==> src/rtl/reg_bus_arbiter.sv <==
// ---------------------------------------------------------------------------
// reg_bus_arbiter
//
// Round-robin arbiter that shares one register bus between NUM_REQ
// requesters. Each requester holds a single read or write on req_valid
// until it sees its req_done pulse. Transactions go onto the bus one at a
// time, and each completion is reported back to its own requester.
//
// Optional feature:
//   REG_BUS_ARB_TIMEOUT_EN - when defined, a BUS phase that waits TIMEOUT
//   cycles without bus_ready is aborted. The requester then gets req_done
//   with req_err=1 and req_rdata=0. When undefined, BUS waits forever and
//   req_err is tied to 0.
//
// Parameters:
//   NUM_REQ  number of requesters (2..8)
//   ADDR_W   register address width
//   DATA_W   register data width
//   TIMEOUT  BUS-cycle limit before an abort (timeout build only)
//
// Ports:
//   clk        clock, all logic on the rising edge
//   rst        synchronous active-high reset
//   req_valid  per-requester request, held until its req_done
//   req_rw     per-requester direction, 1 = write, 0 = read
//   req_addr   packed addresses, requester i at [i*ADDR_W +: ADDR_W]
//   req_wdata  packed write data, requester i at [i*DATA_W +: DATA_W]
//   req_done   one-hot, one-cycle completion pulse
//   req_rdata  read data, meaningful only while req_done is nonzero
//   req_err    timeout flag, meaningful only while req_done is nonzero
//   grant      one-hot current owner, zero when idle
//   bus_valid  bus transaction active
//   bus_rw     latched transaction direction
//   bus_addr   latched transaction address
//   bus_wdata  latched transaction write data
//   bus_ready  slave accepts/completes the transaction this cycle
//   bus_rdata  slave read data, sampled together with bus_ready
// ---------------------------------------------------------------------------
module reg_bus_arbiter #(
  parameter int NUM_REQ = 4,
  parameter int ADDR_W  = 8,
  parameter int DATA_W  = 16,
  parameter int TIMEOUT = 15
) (
  input  logic                      clk,
  input  logic                      rst,
  input  logic [NUM_REQ-1:0]        req_valid,
  input  logic [NUM_REQ-1:0]        req_rw,
  input  logic [NUM_REQ*ADDR_W-1:0] req_addr,
  input  logic [NUM_REQ*DATA_W-1:0] req_wdata,
  output logic [NUM_REQ-1:0]        req_done,
  output logic [DATA_W-1:0]         req_rdata,
  output logic                      req_err,
  output logic [NUM_REQ-1:0]        grant,
  output logic                      bus_valid,
  output logic                      bus_rw,
  output logic [ADDR_W-1:0]         bus_addr,
  output logic [DATA_W-1:0]         bus_wdata,
  input  logic                      bus_ready,
  input  logic [DATA_W-1:0]         bus_rdata
);

  localparam int PTR_W = $clog2(NUM_REQ);

  typedef enum logic [1:0] {
    IDLE = 2'd0,
    BUS  = 2'd1,
    DONE = 2'd2
  } state_t;

  state_t             state;
  logic [PTR_W-1:0]   ptr;
  logic [PTR_W-1:0]   gidx;
  logic [PTR_W-1:0]   ptr_next;

  // Arbitration result for the current IDLE cycle
  logic               pick_vld;
  logic [PTR_W-1:0]   pick_idx;
  logic [NUM_REQ-1:0] pick_onehot;
  logic               sel_rw;
  logic [ADDR_W-1:0]  sel_addr;
  logic [DATA_W-1:0]  sel_wdata;

  // Round-robin search: the first requester at or after ptr, with wrap.
  // The index is folded back into range by subtraction rather than a
  // modulo, so NUM_REQ need not be a power of two.
  always_comb begin
    int               j;
    logic [PTR_W-1:0] jj;
    j        = 0;
    jj       = '0;
    pick_vld = 1'b0;
    pick_idx = '0;
    for (int i = 0; i < NUM_REQ; i++) begin
      j = int'(ptr) + i;
      if (j >= NUM_REQ) begin
        j = j - NUM_REQ;
      end
      jj = PTR_W'(j);
      if (!pick_vld && req_valid[jj]) begin
        pick_vld = 1'b1;
        pick_idx = jj;
      end
    end
  end

  // Mux the winner's transaction fields out of the packed request buses
  always_comb begin
    pick_onehot = '0;
    sel_rw      = 1'b0;
    sel_addr    = '0;
    sel_wdata   = '0;
    for (int i = 0; i < NUM_REQ; i++) begin
      if (PTR_W'(i) == pick_idx) begin
        pick_onehot[i] = pick_vld;
        sel_rw         = req_rw[i];
        sel_addr       = req_addr[i*ADDR_W +: ADDR_W];
        sel_wdata      = req_wdata[i*DATA_W +: DATA_W];
      end
    end
  end

  assign ptr_next = (gidx == PTR_W'(NUM_REQ - 1)) ? '0 : gidx + PTR_W'(1);

`ifdef REG_BUS_ARB_TIMEOUT_EN
  localparam int TO_W = ($clog2(TIMEOUT + 1) > 4) ? $clog2(TIMEOUT + 1) : 4;

  logic [TO_W-1:0] to_cnt;
  logic [TO_W-1:0] to_cnt_nxt;
  logic            err_q;

  assign to_cnt_nxt = to_cnt + TO_W'(1);
  assign req_err    = err_q;
`else
  // TIMEOUT is only meaningful in the timeout build
  logic [31:0] unused_timeout;
  assign unused_timeout = TIMEOUT;
  assign req_err        = 1'b0;
`endif

  always_ff @(posedge clk) begin
    if (rst) begin
      state     <= IDLE;
      ptr       <= '0;
      gidx      <= '0;
      grant     <= '0;
      bus_valid <= 1'b0;
      bus_rw    <= 1'b0;
      bus_addr  <= '0;
      bus_wdata <= '0;
      req_done  <= '0;
      req_rdata <= '0;
`ifdef REG_BUS_ARB_TIMEOUT_EN
      to_cnt    <= '0;
      err_q     <= 1'b0;
`endif
    end else begin
      case (state)
        // ---- IDLE: sample requests, latch winner onto the bus ----
        IDLE: begin
          req_done  <= '0;
          req_rdata <= '0;
`ifdef REG_BUS_ARB_TIMEOUT_EN
          err_q     <= 1'b0;
`endif
          if (pick_vld) begin
            state     <= BUS;
            gidx      <= pick_idx;
            grant     <= pick_onehot;
            bus_valid <= 1'b1;
            bus_rw    <= sel_rw;
            bus_addr  <= sel_addr;
            bus_wdata <= sel_wdata;
`ifdef REG_BUS_ARB_TIMEOUT_EN
            to_cnt    <= '0;
`endif
          end
        end

        // ---- BUS: hold fields until the slave responds ----
        BUS: begin
          if (bus_ready) begin
            // Writes capture bus_rdata too; the requester ignores it
            state     <= DONE;
            bus_valid <= 1'b0;
            req_done  <= grant;
            req_rdata <= bus_rdata;
`ifdef REG_BUS_ARB_TIMEOUT_EN
            err_q     <= 1'b0;
          end else begin
            to_cnt <= to_cnt_nxt;
            // A ready arriving in the limit cycle takes the branch above,
            // so a late-but-on-time slave still completes normally
            if (to_cnt_nxt == TO_W'(TIMEOUT)) begin
              state     <= DONE;
              bus_valid <= 1'b0;
              req_done  <= grant;
              req_rdata <= '0;
              err_q     <= 1'b1;
            end
`endif
          end
        end

        // ---- DONE: completion pulse, advance round-robin pointer ----
        DONE: begin
          state     <= IDLE;
          req_done  <= '0;
          req_rdata <= '0;
          grant     <= '0;
          ptr       <= ptr_next;
`ifdef REG_BUS_ARB_TIMEOUT_EN
          err_q     <= 1'b0;
`endif
        end

        default: begin
          state     <= IDLE;
          grant     <= '0;
          bus_valid <= 1'b0;
          req_done  <= '0;
        end
      endcase
    end
  end

endmodule

==> config.mk <==
export PLATFORM = sky130hd
export DESIGN_NAME = reg_bus_arbiter
export DESIGN_NICKNAME = d
export VERILOG_FILES = /design/src/rtl/reg_bus_arbiter.sv
export SDC_FILE = /design/constraint.sdc
export NUM_CORES = 1
export LEC_CHECK = 0
export CAP_MARGIN = 15
export CORE_MARGIN = 10
export CORE_UTILIZATION = 30
export CTS_CLUSTER_DIAMETER = 150
export CTS_CLUSTER_SIZE = 14
export DETAILED_ROUTE_END_ITERATION = 10
export PLACE_DENSITY = 0.67
export SYNTH_ARGS = -nofsm -noshare
export SYNTH_HDL_FRONTEND = slang
export SYNTH_SLANG_ARGS = --single-unit
==> constraint.sdc <==
create_clock -name clk -period 2 [get_ports clk]
set_input_delay 0.2 -clock clk [delete_from_list [all_inputs] [get_ports clk]]
set_output_delay 0.2 -clock clk [all_outputs]
set_load 0.01 [all_outputs]
Word-level counts from Yosys, hierarchy flattened
Index checks and enable logic that the tools add are counted.

Flip-flop bits (word level): 56. Input bits: 123.

$add $sub $neg: 8. $lt $le $gt $ge: 8. Equality and inequality tests: 8. Mux-type cells: 47. Bitwise gates (word level): 2. Reductions and logical operators: 16.

Operators by type and width (count): $mux W16 (5); $mux W8 (4); $pmux W16 S2 (1); $mux W2 (11); $mux W1 (18); $lt A2 B3 Y1 const B (4); $ge A3 B3 Y1 const B (3); $bmux W1 S2 (4); $pmux W4 S2 (1); $reduce_and A2 Y1 (4); $sub A2 B1 Y2 const B (4); $add A2 B2 Y3 const B (2); $eq A2 B2 Y1 const A (2); $eq A2 B2 Y1 const B (2); $logic_not A2 Y1 (2); $mux W4 (1); $ne A2 B2 Y1 const B (2); $pmux W2 S2 (1); $reduce_or A2 Y1 (2); $add A2 B1 Y3 const B (1); $ge A2 B3 Y1 const B (1); $logic_and A1 B1 Y1 (3); $logic_not A1 Y1 (3); $pmux W1 S3 (1); other kinds (6) (7).

Depth between registers and ports, before layout
Gate-level depths: netlist of run 1.

Depth in word-level cells: 19. Mapped depth: 8. Gate-level depth less buffers: 5.

Worst setup path after synthesis of run 1
Ideal clock, no wire load.

Kind: register to register. Start: register ptr[1]. End: register bus_addr[7]. Setup time: 122 ps. Arrival: 1511 ps. Data required time: 1878 ps. Slack: 367 ps. Stages on the path, launching flop included: 6. Path buffers: 0. Clock period less this slack: 1633 ps. Cells stage by stage: dfxtp_1 > nand2_1 > a221oi_4 > nor2_2 > mux2_4 > a221o_1.

Longest elaborated chain between the ends: 19. Elaborated cells on any way between the ends: 46. Those cells by class: 7 x add/sub; 4 x order compare; 3 x eq/ne; 24 x mux; 8 x reduce/logical.

Ends and longest elaborated chain: start: declaration (RTL line 72) `logic [PTR_W-1:0] ptr;`; start signal: assignment (RTL line 211) `ptr <= ptr_next;`; branches (longest 19 deep; another with $add A2 B1 Y3); end signal: assignment (RTL line 172) `bus_addr <= sel_addr;`; end: declaration (RTL line 57) `output logic [ADDR_W-1:0] bus_addr,`.

Parallel ways; which one is timed is not known. The select of a mux whose other input is x is not followed. A chain may end at the register's enable or synchronous reset.

Worst setup path after layout of run 1
Ends and elaborated chain as after synthesis.

==> impl_metrics.env, run 1 <==
export IMPL_clkLatencyLatePin_ns=0.31
export IMPL_cp_arrival_ns=1.98
export IMPL_postCtsSetupRepairBufs=0
export IMPL_crit_path_end_kind="register"
export IMPL_nNetsFinal=631
export IMPL_yosys_area_top_type="dfxtp_1"
export IMPL_synth_seq_cells=56
export IMPL_crit_fanout=7
export IMPL_detail_route_antenna_nets=0
export IMPL_yosys_top_cells_area="dfxtp_1 39%, mux2i_1 11%, a21o_1 6.1%"
export IMPL_synth_warnings=0
export IMPL_synth_most_common_cell="dfxtp_1"
export IMPL_crit_family="compound AO/OA/AOI/OAI gates"
export IMPL_antenna_found_initial=0
export IMPL_synth_top_area_frac=0.395
export IMPL_crit_required_ns=2.21
export IMPL_hold_class="register to register"
export IMPL_hold_viol=0
export IMPL_gp_congestion=0.879
export IMPL_grt_pass1_wl_um=18400
export IMPL_gr_usage_all_layers=0.160
export IMPL_syn_inst=330
export IMPL_finalMaxSlewViolations=0
export IMPL_synth_edf_count=0
export IMPL_start_util=0.307
export IMPL_ctsResizeCount=0
export IMPL_dr_pass1_iters=4
export IMPL_drt_iter0_markers=152
export IMPL_clockBufferDepth=2
export IMPL_core_area_um2=9240
export IMPL_criticalPathCategory="register to register"
export IMPL_synth_distinct_cells=41
export IMPL_synth_fp_nets=454
export IMPL_fin_area_um2=4940
export IMPL_synth_seq_area_share=0.395
export IMPL_async_reset_ff_frac=0
export IMPL_r2r_slack_ns=0.23
export IMPL_hold_buffers=0
export IMPL_syn2layout_area_growth_pct=74.1
export IMPL_drc=0
export IMPL_dp_cells=629
export IMPL_cts_htree_levels=2
export IMPL_diodes=0
export IMPL_slew_headroom=0.430
export IMPL_drt_wl_total_um=11400
export IMPL_via_count=3127
export IMPL_synthTopCellsByCount="56 x dfxtp_1, 40 x nand2_1, 32 x mux2i_1"
export IMPL_status="finished, final reports clean"
export IMPL_cp_cell_sequence="nand2_1 > a221oi_4 > nor2_2 > mux2_4 > a221o_1"
export IMPL_die_x_um=117
export IMPL_setup_tns_ns=0
export IMPL_cts_root_buf="clkbuf_8"
export IMPL_cts_tree="done"
export IMPL_dp_hpwl_um=8940
export IMPL_fmax_mhz=564
export IMPL_fp_dieH_um=117
export IMPL_instances_no_fill=637
export IMPL_cts_sinks=56
export IMPL_start_kind="register"
export IMPL_row_count=35
export IMPL_drv_cap=0
export IMPL_synth_area_per_cell_um2=8.61
export IMPL_synthesis_area_um2=2840
export IMPL_rsz0062_at_grt="false"
export IMPL_ioPinCount=174
export IMPL_clock_skew_ns=0.00843
export IMPL_portBuffers=172
export IMPL_via_per_inst=4.91
export IMPL_cts_reportedPaths_clkPinSlew_ns=0.11
export IMPL_crit_slowest_cell="dfxtp_1"
export IMPL_cts_made_buffers=5
export IMPL_placed_cell_area_um2=4850
export IMPL_worst_slew_pin_slew_ns=0.852
export IMPL_vdd_ir_drop_max_uv=275
export IMPL_grt_pass1_vias=3311
export IMPL_grt_overflow_total=0
export IMPL_finalSetupViolations=0
export IMPL_synth_main_ff_cell="dfxtp_1"
export IMPL_period_share=0.887
export IMPL_cellPowerDensity_nw_per_um2=580
export IMPL_critical_path_buf_inv_count=0
export IMPL_fin_crit_ns=1.77
export IMPL_leakage_nw=1.84
export IMPL_drive_above_1_share=0.0846
export IMPL_wl_per_cell_um=17.9
export IMPL_slowest_delay_ns=0.49
export IMPL_grt_max_degree=24
export IMPL_die_area_um2=13800
[flip-flops by register name (all words and copies together) (netlist names)]
register,flops
gidx,2
ptr,2
bus_addr,8
grant,4
bus_wdata,16
state,2
req_rdata,16
bus_valid,1
req_done,4
bus_rw,1
[metrics by stage]
step / setup slack (ns) / power (W) / hold slack, ns / util
detailed placement: -0.0595 / 0.00223 / 0.455 / 0.525
CTS: 0.241 / 0.00291 / 0.461 / 0.535
global route: 0.120 / 0.00303 / 0.456 / 0.535
finish: 0.227 / 0.00287 / 0.465 / 0.535
floorplan: 0.367 / 0.00166 / 0.333 / -
global placement: -0.0340 / 0.00221 / 0.451 / 0.525
[metal layers]
layer / wire [um] / GRT usage / part of all wire
met2: 5560 / 0.277 / 0.49
met5: 0 / 0 / 0
met3: 729 / 0.0446 / 0.064
met4: 173 / 0.0352 / 0.015
met1: 4950 / 0.190 / 0.43
[cell usage in the layout (no fill, tap or decap), types with 10 or more instances in the layout]
cell type / netlist / final
o21ai_1: 20 / 20
clkdlybuf4s50_1: 0 / 172
a22o_1: 13 / 13
dfxtp_1: 56 / 56
o211ai_1: 23 / 23
nor2_1: 21 / 20
a21o_1: 23 / 23
buf_4: 3 / 18
a21oi_1: 10 / 10
nand3_1: 28 / 28
nand2_1: 40 / 40
mux2i_1: 32 / 32
[where the power goes]
group | switching [W] | leakage, nW | internal [W]
Combinational | 0.000381 | 1.33 | 0.000555
Sequential | 0.0000544 | 0.458 | 0.00121
Clock | 0.000415 | 0.0452 | 0.000257
[worst paths after layout]
path / startpoint / endpoint / depth (start not counted)
worst min register to register: gidx[1] / gidx[1] / 2
worst min-delay path: gidx[1] / gidx[1] / 2
worst max-delay path: ptr[1] / bus_addr[7] / 5
worst max register to register: ptr[1] / bus_addr[7] / 5
[worst register-to-register path: cells and delay by family, from the launching register on]
kind,cells,cell delay [ns]
DFF,1,0.49
AOI/OAI and AO/OA,2,0.65
muxes,1,0.30
and+or+nand+nor,2,0.25
[logic make-up (layout without fill, tap and decap cells)]
family | after synthesis | after routing | synth area share
AO/OA/AOI/OAI | 103 | 103 | 0.260
adder cells (fa/ha/maj) | 1 | 1 | 0.00440
buffers and inverters | 29 | 207 | 0.0463
flip-flops | 56 | 56 | 0.395
multiplexers | 33 | 33 | 0.118
other | 1 | 1 | 0.00132
AND/OR/NAND/NOR | 107 | 107 | 0.175
[layout make-up]
type | count | area [um2]
Clock buffer | 5 | 68.8
Clock inverter | 3 | 25.0
Fill cell | 872 | 4300
Inverter | 4 | 15.0
Multi-Input combinational cell | 245 | 1600
Sequential cell | 56 | 1120
Tap cell | 129 | 161
Timing Repair Buffer | 195 | 1960
Power figures use the tool's default switching activity.
==> run 2, diff against run 1 <==
==> constraint.sdc (replaced) <==
create_clock -name clk -period 2 [get_ports clk]
set_input_delay 0.3 -clock clk [delete_from_list [all_inputs] [get_ports clk]]
set_output_delay 0.3 -clock clk [all_outputs]
set_load 0.01 [all_outputs]
==> impl_metrics.env, run 2 (synthesis gave the netlist of run 1 again) <==
export IMPL_grt_pass1_wl_um=18000
export IMPL_cts_made_buffers=5
export IMPL_hold_viol=0
export IMPL_portBuffers=172
export IMPL_core_area_um2=9240
export IMPL_rsz0062_at_grt="false"
export IMPL_critical_path_buf_inv_count=2
export IMPL_slowest_delay_ns=0.58
export IMPL_drt_wl_total_um=11300
export IMPL_clockBufferDepth=2
export IMPL_pre_cts_ws_ns=-0.161
export IMPL_die_area_um2=13800
export IMPL_r2r_slack_ns=0.24
export IMPL_dr_pass1_iters=4
export IMPL_reg2reg_from="ptr[1]"
export IMPL_period_share=0.911
export IMPL_fin_ws_ns=0.178
export IMPL_path_depth=7
export IMPL_register_area_um2=1120
export IMPL_startpoint="req_valid[1]"
export IMPL_cp_arrival_ns=2.03
export IMPL_timing_rr_end="bus_wdata[13]"
export IMPL_die_x_um=117
export IMPL_row_count=35
export IMPL_nFillCells=854
export IMPL_nNetsFinal=635
export IMPL_cts_sinks=56
export IMPL_detail_route_antenna_nets=0
export IMPL_crit_fanout=18
export IMPL_cts_tree="done"
export IMPL_drc=0
export IMPL_drive_above_1_share=0.0918
export IMPL_cp_cell_sequence="clkdlybuf4s50_1 > a21boi_1 > o22ai_2 > nor2_4 > buf_12 > mux2i_1 > o211ai_1"
export IMPL_via_count=3088
export IMPL_clkLatencyLatePin_ns=0.31
export IMPL_crit_path_end_kind="register"
export IMPL_crit_required_ns=2.21
export IMPL_fmax_mhz=549
export IMPL_antenna_found_initial=1
export IMPL_cts_htree_levels=2
export IMPL_placed_cell_area_um2=4880
export IMPL_criticalPathCategory="input pin to register"
export IMPL_multi_input_area_um2=1600
export IMPL_grt_pass1_vias=3295
export IMPL_crit_slowest_cell="clkdlybuf4s50_1"
export IMPL_worst_slew_pin_slew_ns=0.817
export IMPL_start_util=0.307
export IMPL_worstRegToRegCells=6
export IMPL_postCtsSetupRepairBufs=0
export IMPL_slew_headroom=0.453
export IMPL_cellPowerDensity_nw_per_um2=597
export IMPL_start_kind="input pin"
export IMPL_grt_overflow_total=0
export IMPL_vdd_ir_drop_max_uv=274
export IMPL_fp_dieH_um=117
export IMPL_crit_family="buffers and inverters"
export IMPL_fin_area_um2=4990
export IMPL_setup_tns_ns=0
export IMPL_dp_hpwl_um=8890
export IMPL_gp_congestion=0.901
export IMPL_crit_path_end="bus_wdata[13]"
export IMPL_drv_cap=0
export IMPL_hold_buffers=0
export IMPL_gr_usage_all_layers=0.157
export IMPL_fin_crit_ns=1.82
export IMPL_hold_class="register to register"
export IMPL_ctsResizeCount=0
export IMPL_final_common_cell="clkdlybuf4s50_1"
export IMPL_layout_common_cells="172 x clkdlybuf4s50_1, 56 x dfxtp_1, 40 x nand2_1"
export IMPL_grt_max_degree=24
export IMPL_finalMaxSlewViolations=0
export IMPL_ioPinCount=174
export IMPL_diodes=0
export IMPL_status="finished, final reports clean"
export IMPL_finalSetupViolations=0
export IMPL_cts_root_buf="clkbuf_8"
export IMPL_via_per_inst=4.82
export IMPL_wl_per_cell_um=17.6
export IMPL_cts_reportedPaths_clkPinSlew_ns=0.11
export IMPL_syn2layout_area_growth_pct=75.9
export IMPL_drt_iter0_markers=124
export IMPL_largestRegisters="bus_wdata (16), req_rdata (16), bus_addr (8)"
export IMPL_leakage_nw=1.87
export IMPL_clock_skew_ns=0.00596
run 2: report_power, final:
group          total (W)  internal, W  leakage, nW  switching, W
Sequential       0.00126      0.00121        0.458     0.0000524
Combinational   0.000943     0.000561         1.35      0.000382
Clock           0.000779     0.000378       0.0548      0.000400
run 2: routing by layer:
layer / track usage / up-vias / wire length [um]
met2: 0.272 / 120 / 5510
met1: 0.176 / 1403 / 4620
met3: 0.0566 / 18 / 906
met5: 0 / - / 0
met4: 0.0446 / 0 / 226
li1: - / 1547 / -
run 2: how the worst min path moves through the flow:
stage | start | endpoint | slack [ns] | depth (start not counted)
5_1_grt | bus_wdata[15] | bus_wdata[15] | 0.50 | 2
4_1_cts | gidx[1] | gidx[1] | 0.47 | 2
3_3_place_gp | gidx[1] | gidx[1] | 0.45 | 2
6_report | gidx[1] | gidx[1] | 0.47 | 2
2_1_floorplan | bus_rdata[10] | req_rdata[10] | 0.43 | 1
3_5_place_dp | gidx[1] | gidx[1] | 0.46 | 2
run 2: per-stage QoR:
stage | std cells | hold slack, ns | total power [W] | utilization
2_1_floorplan | 330 | 0.433 | 0.00166 | -
3_3_place_gp | 633 | 0.451 | 0.00222 | 0.528
3_5_place_dp | 633 | 0.455 | 0.00223 | 0.528
4_1_cts | 641 | 0.471 | 0.00302 | 0.541
5_1_grt | 641 | 0.503 | 0.00314 | 0.541
6_report | 641 | 0.468 | 0.00298 | 0.541
run 2: cell type report:
cell class | instances | area share
Inverter | 4 | 0.00301
Tap cell | 129 | 0.0323
Clock buffer | 5 | 0.0138
Multi-Input combinational cell | 245 | 0.319
Timing Repair Buffer | 199 | 0.398
Sequential cell | 56 | 0.224
Clock inverter | 3 | 0.00927
run 2: worst reg2reg max path: cells and delay by family (launching register included):
kind            cells  cell delay, ns
compound gates      2            0.25
buf+inv             1            0.20
flops               1            0.47
mux                 2            0.60
simple gates        1            0.15
==> run 3, diff against run 2 <==
Settings changed: CORE_ASPECT_RATIO set to 1.5, CTS_CLUSTER_SIZE 14 to 28.
==> impl_metrics.env, run 3 (synthesis gave the netlist of run 1 again) <==
export IMPL_worst_slew_pin_slew_ns=0.866
export IMPL_status="finished, final reports clean"
export IMPL_gp_congestion=0.845
export IMPL_hp_start="grant[0]"
export IMPL_detail_route_antenna_nets=0
export IMPL_leakage_nw=1.92
export IMPL_diodes=0
export IMPL_dp_cells=620
export IMPL_hold_slack_ns=0.469
export IMPL_fmax_mhz=544
export IMPL_start_kind="input pin"
export IMPL_crit_fanout=14
export IMPL_row_count=43
export IMPL_cts_htree_levels=2
export IMPL_via_per_inst=5.02
export IMPL_hold_buffers=0
export IMPL_vdd_ir_drop_max_uv=487
export IMPL_fp_dieH_um=139
export IMPL_start_util=0.307
export IMPL_finalMaxSlewViolations=0
export IMPL_grt_pass1_vias=3408
export IMPL_drv_cap=0
export IMPL_drt_iter0_markers=88
export IMPL_crit_required_ns=2.18
export IMPL_wl_per_cell_um=17.7
export IMPL_cp_arrival_ns=2.02
export IMPL_final_common_cell="clkdlybuf4s50_1"
export IMPL_drt_wl_total_um=11100
export IMPL_fin_area_um2=5080
export IMPL_crit_slowest_cell="clkdlybuf4s50_1"
export IMPL_setup_tns_ns=0
export IMPL_crit_path_end_kind="register"
export IMPL_critical_path_buf_inv_count=3
export IMPL_cts_tree="done"
export IMPL_instances_no_fill=628
export IMPL_clockBufferDepth=2
export IMPL_postCtsSetupRepairBufs=0
export IMPL_portBuffers=172
export IMPL_slew_headroom=0.421
export IMPL_layout_common_cells="172 x clkdlybuf4s50_1, 56 x dfxtp_1, 40 x nand2_1"
export IMPL_dp_hpwl_um=8900
export IMPL_slowest_delay_ns=0.55
export IMPL_grt_max_degree=24
export IMPL_ctsResizeCount=0
export IMPL_cts_root_buf="clkbuf_16"
export IMPL_ioPinCount=174
export IMPL_core_area_um2=9250
export IMPL_period_share=0.919
export IMPL_die_x_um=99.4
export IMPL_cts_sinks=56
export IMPL_drive_above_1_share=0.0988
export IMPL_hold_viol=0
export IMPL_dr_pass1_iters=4
export IMPL_finalSetupViolations=0
export IMPL_gr_usage_all_layers=0.157
export IMPL_placed_cell_area_um2=4900
export IMPL_criticalPathCategory="input pin to register"
export IMPL_cp_cell_sequence="clkdlybuf4s50_1 > nor2b_4 > a221oi_4 > buf_4 > o21ai_2 > buf_12 > nor2_1 > a221o_1"
export IMPL_reg2reg_from="ptr[1]"
export IMPL_nNetsFinal=639
export IMPL_grt_pass1_wl_um=17800
export IMPL_grt_overflow_total=0
export IMPL_largestRegisters="bus_wdata (16), req_rdata (16), bus_addr (8)"
export IMPL_syn2layout_area_growth_pct=78.8
export IMPL_crit_family="buffers and inverters"
export IMPL_die_area_um2=13800
export IMPL_antenna_found_initial=0
export IMPL_rsz0062_at_grt="false"
export IMPL_drc=0
export IMPL_hold_class="register to register"
export IMPL_cellPowerDensity_nw_per_um2=640
export IMPL_clock_skew_ns=0.00352
export IMPL_via_count=3150
export IMPL_cts_reportedPaths_clkPinSlew_ns=0.07
export IMPL_fin_crit_ns=1.84
export IMPL_startpoint="req_valid[2]"
export IMPL_clkLatencyLatePin_ns=0.29
export IMPL_cts_made_buffers=5
-- run 3: cell types whose count changed in the layout (fill, tap and decap cells not counted) --
cell	change
clkinvlp_4	-1
clkbuf_8	-4
clkinv_4	+1
clkbuf_16	+5
buf_12	+1
buf_4	+3
inv_6	-1
-- run 3: power breakdown --
part,switching [W],internal [W]
Sequential,0.0000544,0.00121
Combinational,0.000381,0.000573
Clock,0.000410,0.000628
Total,0.000845,0.00241
-- run 3: metal layers --
layer / vias to the layer above / wire [um] / global-route usage
li1: 1560 / - / -
met1: 1453 / 4130 / 0.161
met2: 124 / 5700 / 0.276
met3: 13 / 1090 / 0.0698
met4: 0 / 213 / 0.0477
met5: - / 0 / 0
-- run 3: path summary, 6_finish.rpt --
| check | to | slack [ns] | cells past startpoint |
|---|---|---|---|
| setup reg to reg | bus_wdata[6] | 0.31 | 6 |
| hold / removal | grant[0] | 0.47 | 2 |
| setup / recovery | bus_addr[7] | 0.16 | 8 |
| hold reg to reg | grant[0] | 0.47 | 2 |
-- run 3: cell type report --
class,instances,area [um2]
Inverter,4,15.0
Sequential cell,56,1120
Clock buffer,6,139
Fill cell,861,4180
Clock inverter,2,38.8
Multi-Input combinational cell,245,1600
Timing Repair Buffer,203,2030
Tap cell,112,140
-- run 3: worst reg2reg max path: stages (launching register included) --
cell	delay (ns)
dfxtp_1	0.44
mux2i_1	0.29
o22ai_2	0.13
nor2_4	0.14
buf_12	0.21
mux2i_1	0.26
o211ai_1	0.11
-- run 3: metrics by stage --
stage                     power (W)   util  setup slack, ns
after global routing        0.00343  0.549           0.0653
final                       0.00325  0.549            0.162
after global placement      0.00223  0.530          -0.0994
after CTS                   0.00330  0.549            0.156
after floorplan             0.00166      -            0.367
after detailed placement    0.00225  0.530           -0.157
